$ cat src/rtl/writeback_if.sv
// Bus bundle between execute/LSU, the writeback unit and the regfile write port.
// The master side is the upstream pipeline and regfile; the slave side is writeback_unit.
interface writeback_if;
  logic        alu_valid;
  logic        alu_ready;
  logic [4:0]  alu_rd;
  logic [31:0] alu_data;
  logic        ld_issue_valid;
  logic        ld_issue_ready;
  logic [4:0]  ld_issue_rd;
  logic [2:0]  ld_issue_funct3;
  logic [1:0]  ld_issue_offset;
  logic        mem_rvalid;
  logic [31:0] mem_rdata;
  logic        rf_we;
  logic [4:0]  rf_rd_addr;
  logic [31:0] rf_data;
  logic [4:0]  chk_rs1;
  logic [4:0]  chk_rs2;
  logic        hazard_rs1;
  logic        hazard_rs2;
  logic        err_underflow;

  modport master (
    output alu_valid, alu_rd, alu_data,
    input  alu_ready,
    output ld_issue_valid, ld_issue_rd, ld_issue_funct3, ld_issue_offset,
    input  ld_issue_ready,
    output mem_rvalid, mem_rdata,
    input  rf_we, rf_rd_addr, rf_data,
    output chk_rs1, chk_rs2,
    input  hazard_rs1, hazard_rs2, err_underflow
  );

  modport slave (
    input  alu_valid, alu_rd, alu_data,
    output alu_ready,
    input  ld_issue_valid, ld_issue_rd, ld_issue_funct3, ld_issue_offset,
    output ld_issue_ready,
    input  mem_rvalid, mem_rdata,
    output rf_we, rf_rd_addr, rf_data,
    input  chk_rs1, chk_rs2,
    output hazard_rs1, hazard_rs2, err_underflow
  );
endinterface

$ cat src/rtl/writeback_unit.sv
// Merges ALU results and in-order load returns into the single regfile write port.
// Define WB_HAZARD_EN for exact per-entry hazard compares; otherwise hazards are conservative.
module writeback_unit #(
  parameter int RV32E    = 0,
  parameter int LQ_DEPTH = 2
) (
  input  logic      clk,
  input  logic      rst_n,
  input  logic      clk_en,
  writeback_if.slave wb
);
  localparam int         PW       = (LQ_DEPTH > 1) ? $clog2(LQ_DEPTH) : 1;
  localparam logic [4:0] RMASK    = (RV32E != 0) ? 5'h0F : 5'h1F;
  localparam logic [PW:0] FULL_CNT = (PW+1)'(LQ_DEPTH);

  logic [4:0]    lq_rd_q  [LQ_DEPTH];
  logic [4:0]    lq_rd_d  [LQ_DEPTH];
  logic [2:0]    lq_f3_q  [LQ_DEPTH];
  logic [2:0]    lq_f3_d  [LQ_DEPTH];
  logic [1:0]    lq_off_q [LQ_DEPTH];
  logic [1:0]    lq_off_d [LQ_DEPTH];
  logic [PW-1:0] rptr_q, rptr_d, wptr_q, wptr_d;
  logic [PW:0]   cnt_q, cnt_d;
  logic          skid_vld_q, skid_vld_d;
  logic [4:0]    skid_rd_q, skid_rd_d;
  logic [31:0]   skid_data_q, skid_data_d;
  logic          rf_we_q, rf_we_d;
  logic [4:0]    rf_addr_q, rf_addr_d;
  logic [31:0]   rf_data_q, rf_data_d;
  logic          err_q, err_d;

  logic lq_empty, lq_full, push, pop, alu_acc;

  function automatic logic rmatch(input logic [4:0] a, input logic [4:0] b);
    return (a & RMASK) == (b & RMASK);
  endfunction

  function automatic logic nz(input logic [4:0] a);
    return (a & RMASK) != 5'd0;
  endfunction

  function automatic logic [31:0] fmt_load(input logic [31:0] w, input logic [2:0] f3,
                                           input logic [1:0] off);
    logic [31:0] sh;
    sh = w >> {off, 3'b000};
    case (f3)
      3'b000:  return {{24{sh[7]}}, sh[7:0]};
      3'b001:  return {{16{sh[15]}}, sh[15:0]};
      3'b100:  return {24'd0, sh[7:0]};
      3'b101:  return {16'd0, sh[15:0]};
      default: return w;
    endcase
  endfunction

  assign lq_empty = (cnt_q == '0);
  assign lq_full  = (cnt_q == FULL_CNT);

  assign wb.alu_ready      = !skid_vld_q;
  assign wb.ld_issue_ready = !lq_full;
  assign wb.rf_we          = rf_we_q;
  assign wb.rf_rd_addr     = rf_addr_q;
  assign wb.rf_data        = rf_data_q;
  assign wb.err_underflow  = err_q;

  // clk_en gating lives in the flop enable, so the handshakes here assume an enabled cycle.
  assign push    = wb.ld_issue_valid && !lq_full;
  assign pop     = wb.mem_rvalid && !lq_empty;
  assign alu_acc = wb.alu_valid && !skid_vld_q;

  always_comb begin
    lq_rd_d     = lq_rd_q;
    lq_f3_d     = lq_f3_q;
    lq_off_d    = lq_off_q;
    rptr_d      = rptr_q;
    wptr_d      = wptr_q;
    cnt_d       = cnt_q;
    skid_vld_d  = skid_vld_q;
    skid_rd_d   = skid_rd_q;
    skid_data_d = skid_data_q;
    rf_we_d     = 1'b0;
    rf_addr_d   = rf_addr_q;
    rf_data_d   = rf_data_q;
    err_d       = err_q;

    if (push) begin
      lq_rd_d[wptr_q]  = wb.ld_issue_rd;
      lq_f3_d[wptr_q]  = wb.ld_issue_funct3;
      lq_off_d[wptr_q] = wb.ld_issue_offset;
      wptr_d           = wptr_q + 1'b1;
    end
    if (pop) rptr_d = rptr_q + 1'b1;
    if (push && !pop)      cnt_d = cnt_q + 1'b1;
    else if (pop && !push) cnt_d = cnt_q - 1'b1;

    if (wb.mem_rvalid && lq_empty) err_d = 1'b1;

    // Load returns have no backpressure, so they always own the port; ALU work parks in the skid.
    if (pop) begin
      rf_we_d   = nz(lq_rd_q[rptr_q]);
      rf_addr_d = lq_rd_q[rptr_q];
      rf_data_d = fmt_load(wb.mem_rdata, lq_f3_q[rptr_q], lq_off_q[rptr_q]);
      if (alu_acc) begin
        skid_vld_d  = 1'b1;
        skid_rd_d   = wb.alu_rd;
        skid_data_d = wb.alu_data;
      end
    end else if (skid_vld_q) begin
      rf_we_d    = nz(skid_rd_q);
      rf_addr_d  = skid_rd_q;
      rf_data_d  = skid_data_q;
      skid_vld_d = 1'b0;
    end else if (alu_acc) begin
      rf_we_d   = nz(wb.alu_rd);
      rf_addr_d = wb.alu_rd;
      rf_data_d = wb.alu_data;
    end
  end

  always_ff @(posedge clk or negedge rst_n) begin
    if (!rst_n) begin
      for (int i = 0; i < LQ_DEPTH; i++) begin
        lq_rd_q[i]  <= '0;
        lq_f3_q[i]  <= '0;
        lq_off_q[i] <= '0;
      end
      rptr_q      <= '0;
      wptr_q      <= '0;
      cnt_q       <= '0;
      skid_vld_q  <= 1'b0;
      skid_rd_q   <= '0;
      skid_data_q <= '0;
      rf_we_q     <= 1'b0;
      rf_addr_q   <= '0;
      rf_data_q   <= '0;
      err_q       <= 1'b0;
    end else if (clk_en) begin
      lq_rd_q     <= lq_rd_d;
      lq_f3_q     <= lq_f3_d;
      lq_off_q    <= lq_off_d;
      rptr_q      <= rptr_d;
      wptr_q      <= wptr_d;
      cnt_q       <= cnt_d;
      skid_vld_q  <= skid_vld_d;
      skid_rd_q   <= skid_rd_d;
      skid_data_q <= skid_data_d;
      rf_we_q     <= rf_we_d;
      rf_addr_q   <= rf_addr_d;
      rf_data_q   <= rf_data_d;
      err_q       <= err_d;
    end
  end

`ifdef WB_HAZARD_EN
  logic [LQ_DEPTH-1:0] hit1, hit2;
  for (genvar g = 0; g < LQ_DEPTH; g++) begin : g_haz
    logic [PW-1:0] dist;
    logic          ent_vld;
    // An entry is live when its distance from the read pointer is below the occupancy.
    assign dist    = PW'(g) - rptr_q;
    assign ent_vld = ({1'b0, dist} < cnt_q);
    assign hit1[g] = ent_vld && rmatch(lq_rd_q[g], wb.chk_rs1);
    assign hit2[g] = ent_vld && rmatch(lq_rd_q[g], wb.chk_rs2);
  end
  assign wb.hazard_rs1 = nz(wb.chk_rs1) &&
                         ((|hit1) || (skid_vld_q && rmatch(skid_rd_q, wb.chk_rs1)));
  assign wb.hazard_rs2 = nz(wb.chk_rs2) &&
                         ((|hit2) || (skid_vld_q && rmatch(skid_rd_q, wb.chk_rs2)));
`else
  logic unused_chk;
  assign unused_chk    = ^{wb.chk_rs1, wb.chk_rs2};
  assign wb.hazard_rs1 = !lq_empty || skid_vld_q;
  assign wb.hazard_rs2 = !lq_empty || skid_vld_q;
`endif
endmodule

$ cat src/flat_wrapper.sv
// flat-port wrapper written by rule: the top's interface ports become plain ports
module writeback_unit_flat 
#(
  parameter int RV32E    = 0,
  parameter int LQ_DEPTH = 2
)
  (clk, rst_n, clk_en, wb_alu_valid, wb_alu_rd, wb_alu_data, wb_alu_ready, wb_ld_issue_valid, wb_ld_issue_rd, wb_ld_issue_funct3, wb_ld_issue_offset, wb_ld_issue_ready, wb_mem_rvalid, wb_mem_rdata, wb_rf_we, wb_rf_rd_addr, wb_rf_data, wb_chk_rs1, wb_chk_rs2, wb_hazard_rs1, wb_hazard_rs2, wb_err_underflow);
  writeback_if wb_i ();
  input  logic clk;
  input  logic rst_n;
  input  logic clk_en;
  input wire logic [$bits(wb_i.alu_valid)-1:0] wb_alu_valid;
  input wire logic [$bits(wb_i.alu_rd)-1:0] wb_alu_rd;
  input wire logic [$bits(wb_i.alu_data)-1:0] wb_alu_data;
  output wire logic [$bits(wb_i.alu_ready)-1:0] wb_alu_ready;
  input wire logic [$bits(wb_i.ld_issue_valid)-1:0] wb_ld_issue_valid;
  input wire logic [$bits(wb_i.ld_issue_rd)-1:0] wb_ld_issue_rd;
  input wire logic [$bits(wb_i.ld_issue_funct3)-1:0] wb_ld_issue_funct3;
  input wire logic [$bits(wb_i.ld_issue_offset)-1:0] wb_ld_issue_offset;
  output wire logic [$bits(wb_i.ld_issue_ready)-1:0] wb_ld_issue_ready;
  input wire logic [$bits(wb_i.mem_rvalid)-1:0] wb_mem_rvalid;
  input wire logic [$bits(wb_i.mem_rdata)-1:0] wb_mem_rdata;
  output wire logic [$bits(wb_i.rf_we)-1:0] wb_rf_we;
  output wire logic [$bits(wb_i.rf_rd_addr)-1:0] wb_rf_rd_addr;
  output wire logic [$bits(wb_i.rf_data)-1:0] wb_rf_data;
  input wire logic [$bits(wb_i.chk_rs1)-1:0] wb_chk_rs1;
  input wire logic [$bits(wb_i.chk_rs2)-1:0] wb_chk_rs2;
  output wire logic [$bits(wb_i.hazard_rs1)-1:0] wb_hazard_rs1;
  output wire logic [$bits(wb_i.hazard_rs2)-1:0] wb_hazard_rs2;
  output wire logic [$bits(wb_i.err_underflow)-1:0] wb_err_underflow;
  assign wb_i.alu_valid = wb_alu_valid;
  assign wb_i.alu_rd = wb_alu_rd;
  assign wb_i.alu_data = wb_alu_data;
  assign wb_alu_ready = wb_i.alu_ready;
  assign wb_i.ld_issue_valid = wb_ld_issue_valid;
  assign wb_i.ld_issue_rd = wb_ld_issue_rd;
  assign wb_i.ld_issue_funct3 = wb_ld_issue_funct3;
  assign wb_i.ld_issue_offset = wb_ld_issue_offset;
  assign wb_ld_issue_ready = wb_i.ld_issue_ready;
  assign wb_i.mem_rvalid = wb_mem_rvalid;
  assign wb_i.mem_rdata = wb_mem_rdata;
  assign wb_rf_we = wb_i.rf_we;
  assign wb_rf_rd_addr = wb_i.rf_rd_addr;
  assign wb_rf_data = wb_i.rf_data;
  assign wb_i.chk_rs1 = wb_chk_rs1;
  assign wb_i.chk_rs2 = wb_chk_rs2;
  assign wb_hazard_rs1 = wb_i.hazard_rs1;
  assign wb_hazard_rs2 = wb_i.hazard_rs2;
  assign wb_err_underflow = wb_i.err_underflow;
  writeback_unit #(.RV32E(RV32E), .LQ_DEPTH(LQ_DEPTH)) u_core (.clk(clk), .rst_n(rst_n), .clk_en(clk_en), .wb(wb_i));
endmodule
$ cat config.mk
export PLATFORM = sky130hd
export DESIGN_NAME = writeback_unit_flat
export DESIGN_NICKNAME = d
export VERILOG_FILES = /design/src/rtl/writeback_if.sv /design/src/rtl/writeback_unit.sv /design/src/flat_wrapper.sv
export SDC_FILE = /design/constraint.sdc
export NUM_CORES = 1
export LEC_CHECK = 0
export CELL_PAD_IN_SITES_DETAIL_PLACEMENT = 0
export CELL_PAD_IN_SITES_GLOBAL_PLACEMENT = 2
export CORE_MARGIN = 1
export CORE_UTILIZATION = 25
export CTS_BUF_LIST = sky130_fd_sc_hd__clkbuf_2
export DETAILED_ROUTE_END_ITERATION = 7
export GPL_ROUTABILITY_DRIVEN = 0
export PLACE_DENSITY = 0.76
export SLEW_MARGIN = 20
export SYNTH_ARGS = -nofsm -noshare
export SYNTH_HDL_FRONTEND = slang
export SYNTH_SLANG_ARGS = --single-unit
$ cat constraint.sdc
create_clock -name clk -period 2.7 [get_ports clk]
set_input_delay 0.405 -clock clk [delete_from_list [all_inputs] [get_ports clk]]
set_output_delay 0.405 -clock clk [all_outputs]
set_load 0.05 [all_outputs]
# After elaboration in Yosys (flattened, before gate mapping)
# Index checks and enable logic that the tools add are counted.
dict set report op_classes {
  n_addsub 4
  n_mul 0
  n_div 0
  n_lt_le_gt_ge 3
  n_eq_ne 5
  n_shift 1
  n_mux 32
  n_bitwise 2
  n_reduce_logical 27
}
# op n
set op_table {}
lappend op_table {{$pmux W32 S4} 1}
lappend op_table {{$mux W32} 3}
lappend op_table {{$mux W5} 7}
lappend op_table {{$shr A32 B5 Y16} 1}
lappend op_table {{$reduce_bool A5 Y1} 3}
lappend op_table {{$mux W2} 6}
lappend op_table {{$mux W3} 4}
lappend op_table {{$reduce_and A2 Y1} 6}
lappend op_table {{$bwmux W10} 1}
lappend op_table {{$logic_and A1 B1 Y1} 7}
lappend op_table {{$bwmux W6} 1}
lappend op_table {{$eq A3 B3 Y1 const B} 2}
lappend op_table {{$demux W5 S1} 1}
lappend op_table {{$logic_not A1 Y1} 5}
lappend op_table {{$mux W1} 5}
lappend op_table {{$bwmux W4} 1}
lappend op_table {{$ge A2 B2 Y1 const B} 2}
lappend op_table {{$not A1 Y2} 2}
lappend op_table {{$demux W3 S1} 1}
lappend op_table {{$eq A3 B1 Y1 const B} 1}
lappend op_table {{$logic_not A3 Y1} 1}
lappend op_table {{$reduce_and A3 Y1} 1}
lappend op_table {{$reduce_bool A3 Y1} 1}
lappend op_table {{$add A1 B1 Y1 const B} 2}
lappend op_table {{9 further kinds} 9}
dict set report totals {
  ff_bits 101
  latchBits 0
  mem_bits_rw 0
  romBits 0
  in_bits 95
  out_inout_bits 43
  elab_cells 90
  mem_count 0
}

# Depth between registers and ports, before layout
dict set report logic_depth {
  ltp_word 7
  depth_mapped 8
  mapped_depth_nobuf 6
}

# Worst setup path before layout
# OpenSTA, ideal clock, no wires.
dict set report synth_timing {
  kind {reg2reg}
  from {register u_core.cnt_q[0]}
  to {register u_core.lq_f3_q[3] (netlist bit)}
  setup_time_ps 125
  arrival_ps 1995
  required_time_ps 2575
  slack_ps 580
  stages_incl_launch_ff 7
  n_path_buf 1
  synth_period_minus_slack_ps 2120
  cell_sequence {dfrtp_1 nand2b_1 and2_1 nand2_1 or2_2 clkbuf_1 mux2_2}
}
dict set report synth_between {
  elab_chain_cells 4
}
# element line_no
set synth_rtl {}
lappend synth_rtl {{start, declared} writeback_unit.sv:23} ;# logic [PW:0] cnt_q, cnt_d;
lappend synth_rtl {{start signal, assigned} writeback_unit.sv:142} ;# cnt_q <= cnt_d;
lappend synth_rtl {{$eq A2 B2 Y1} writeback_unit.sv:56} ;# assign lq_full = (cnt_q == FULL_CNT);
lappend synth_rtl {{$logic_not A1 Y1} --}
lappend synth_rtl {{net wb_ld_issue_ready} flat_wrapper.sv:20} ;# output wire logic [$bits(wb_i.ld_issue_ready)-1:0] wb_ld_issue_ready;
lappend synth_rtl {{$logic_and A1 B1 Y1} writeback_unit.sv:66} ;# assign push = wb.ld_issue_valid && !lq_full;
lappend synth_rtl {{$reduce_and A2 Y1 (no line)} --}
lappend synth_rtl {{end signal, assigned} writeback_unit.sv:138} ;# lq_f3_q <= lq_f3_d;
lappend synth_rtl {{end, declared} writeback_unit.sv:18} ;# logic [2:0] lq_f3_q [LQ_DEPTH];
# The timed path passes the listed nets, and every way through them passes these cells.
# A chain may end at the register's enable or synchronous reset.

# Worst setup path after layout
dict set report layout_timing {
  from {register u_core.cnt_q[0]}
  to {output wb_ld_issue_ready}
}
dict set report layout_between {
  elab_chain_cells 2
}
# element line_no
set layout_rtl {}
lappend layout_rtl {{$eq A2 B2 Y1} writeback_unit.sv:56}
lappend layout_rtl {{$logic_not A1 Y1} writeback_unit.sv:59} ;# assign wb.ld_issue_ready = !lq_full;
lappend layout_rtl {{end, declared} flat_wrapper.sv:20}
# Every way passes these cells.

==> results.md <==
- Clk_lat worst skew: 600 ps
- Placed inst area: 7090 µm²
- Gr usage total: 15.2%
- CP startpoint kind: flop
- Area leader, netlist: dfrtp_1
- H-tree depth: 3
- CP endpoint kind: output pin
- Initial DRT Pass Iterations: 4
- Syn Nets: 622
- Multi-input logic area: 2770 µm²
- Status: finished, final reports clean
- Number of CTS-inserted buffers: 9
- Syn Inst Count: 526
- Final setup vio count: 0
- Sequential fraction of the synthesis area: 46.0%
- Storage element area: 2530 µm²
- Vias: 4555
- Commonest non-fill, non-tap cells in the layout: 123 x clkdlybuf4s50_1, 100 x dfrtp_1, 77 x a21oi_1
- Tcrit/Tclk final: 91.7%
- Fillers: 2146
- Max-cap viol count: 0
- Via density per instance: 4.92
- R2R depth: 6
- Fin nets: 739
- Max clock buf depth: 2
- Syn. warnings: 0
- Slew @ Worst Pin: 730 ps
- Initial Util: 25.8%
- Worst path cell trace: nand2b_1, clkdlybuf4s50_1
- Final Cell Area: 7260 µm²
- Fin Clk Skew: 45.8 ps
- # port buffers: 127
- Peak supply drop: 0.000291 V
- Setup TNS: 0 ps
- # Post-CTS Setup Buffers: 0
- Die ar.: 22600 µm²
- Async SR Flop Fraction: 100%
- First-pass GRT wire length: 26100 µm
- CTS tree: done
- WP data arrival: 2070 ps
- # IOs: 138
- LEAKAGE: 0.00293 µW
- Core Area: 21300 µm²
- Largest stage delay, worst path: 800 ps
- Post-synth EDFFs: 0
- RSZ-0062 raised after global routing: false
- Mapped cell area: 5500 µm²
- CP Max Fanout: 5
- Clock sinks: 101
- Die Height: 150 µm
- Slowest CP cell: clkdlybuf4s50_1
- FMAX: 404 MHz
- Post-Route WL: 16900 µm
- Share of layout cells above drive strength 1: 12.8%
- Synth area leaders: dfrtp_1 46%, mux2_2 8.4%, mux2i_1 8.4%, a21oi_1 7.1%, mux2_1 6.1%
- Root buf cell: clkbuf_2
- Area Overhead vs Synth: 32.1%
- Hold/Removal Path Class: in -> async
- Post-detailed-route count of antenna-violating nets: 0
- Req. time, crit path: 2300 ps
- Slew margin rel.: 51.3%
- Row Count: 53
- Final min period: 2480 ps
- Post-detail-place hpwl: 12700 µm
- Clock-pin slew of the registers on the worst-case setup and hold paths: 290 ps
- Max Slew Vio Count: 0
- Grt total ovfl: 0
- Worst setup path class: reg -> out
- Most common cell after layout, fill and taps aside: clkdlybuf4s50_1
- Final hold violations: 0
- WL/cell: 18.2 µm
- Syn_area_per_cell: 10.5 µm²
- Die X: 150 µm
- Remaining DRCs: 0
- Vias in the first global route: 4736
- Count of different cell masters after synthesis: 45
- Iter 0 DRT Violations: 200
- PD cells: 1180 nW/µm²
- Top FF cell, synth: dfrtp_1
- Initial antenna violation count: 1
- Synthesized flop and latch total: 101
- Share of the synthesized area in the top cell type: 46.0%
- Maximum number of pins on one net before global-route repair: 60
## Yosys cell counts (2+ instances only)
master / instances
a21oi_1: 78
a22oi_1: 16
a31oi_1: 17
buf_2: 9
buf_4: 2
buf_6: 3
clkbuf_1: 24
dfrtp_1: 101
inv_1: 5
mux2_1: 30
mux2_2: 41
mux2i_1: 46
nand2_1: 37
nand2b_1: 19
nand3_1: 8
nor2_1: 11
nor2b_1: 2
nor4bb_1: 2
o211ai_1: 11
o21a_1: 2
o21ai_0: 28
o2bb2ai_1: 8
or4_1: 2
xnor2_1: 2
xor2_1: 2
## critical path, delay by kind of cell, from the launching register on
family	cells	cell delay [ps]
buf+inv	1	800
flops	1	510
simple gates	1	150
## cells by family (layout without fill, tap and decap cells)
logic type,after synthesis,in the layout,share of synthesized area [%]
and+or+nand+nor,89,89,8.05
DFF,101,101,46.0
buffers and inverters,45,167,3.82
adders and majority gates,1,1,0.227
xor gates and xnor gates,4,4,0.637
muxes,117,117,22.9
other,0,2,0
AOI/OAI and AO/OA,169,169,18.4
## layout make-up
| class | count | area share [%] |
|---|---|---|
| clock buffers | 11 | 0.758 |
| diodes | 2 | 0.0689 |
| repair buffers | 145 | 19.7 |
| inverters | 6 | 0.310 |
| multi-input cells | 380 | 38.1 |
| clock inverters | 5 | 1.48 |
| flip-flops and latches | 101 | 34.8 |
| well taps | 275 | 4.74 |
## sequential cells by signal, indices dropped and copies added, names as in the netlist
register and cells:
u_core.cnt_q 2, u_core.lq_rd_q 10, u_core.wb.rf_we 1, u_core.wb.rf_rd_addr 5, u_core.wb.err_underflow 1, u_core.lq_off_q 4, u_core.rptr_q 1, u_core.wptr_q 1
u_core.skid_rd_q 5, u_core.lq_f3_q 6, u_core.skid_vld_q 1, u_core.skid_data_q 32, u_core.wb.rf_data 32
## worst paths after layout
path,end,slack [ps],start
worst max register to register,u_core.wb.rf_data[27],350,u_core.rptr_q
min in group clk,u_core.skid_data_q[7],390,wb_alu_data[7]
worst min-delay path,u_core.skid_data_q[17],350,rst_n
max in group asynchronous,u_core.skid_rd_q[2],1580,rst_n
worst min register to register,u_core.wb.err_underflow,510,u_core.wb.err_underflow
worst max-delay path,wb_ld_issue_ready,220,u_core.cnt_q[0]
## per-stage QoR
step                worst slack (ps)  cells  total power [µW]  hold WS (ps)  util (%)
floorplan                        580    526              6070           109         -
global placement                 252    906              7570           451      33.3
detailed placement               239    906              7700           454      33.3
CTS                             74.5    923              8630           328      34.1
global route                    79.4    924              9130           336      34.1
finish                           224    925              8570           347      34.1
## per-layer routing
metal | share of wire [%] | track usage, % | up-vias | wire, µm
li1 | - | - | 2172 | -
met1 | 47 | 20.3 | 2278 | 7870
met2 | 48 | 24.5 | 89 | 8070
met3 | 3.9 | 3.09 | 16 | 651
met4 | 1.5 | 4.90 | 0 | 260
met5 | 0 | 0 | - | 0
## where the power goes
part           leakage [µW]  switching (µW)  total [µW]  internal, µW
clock             0.0000968             532         943           412
combinational       0.00162            2870        4790          1930
sequential          0.00121             584        2830          2250
total               0.00293            3980        8570          4580
## what timing repair did
item / CTS / global route
hold buffers: 1 / 0
setup endpoints to repair: 2 / 1
resized for setup: 2 / 1
hold endpoints to repair: 54 / 0
No activity file was read; power rests on OpenSTA's default activity.
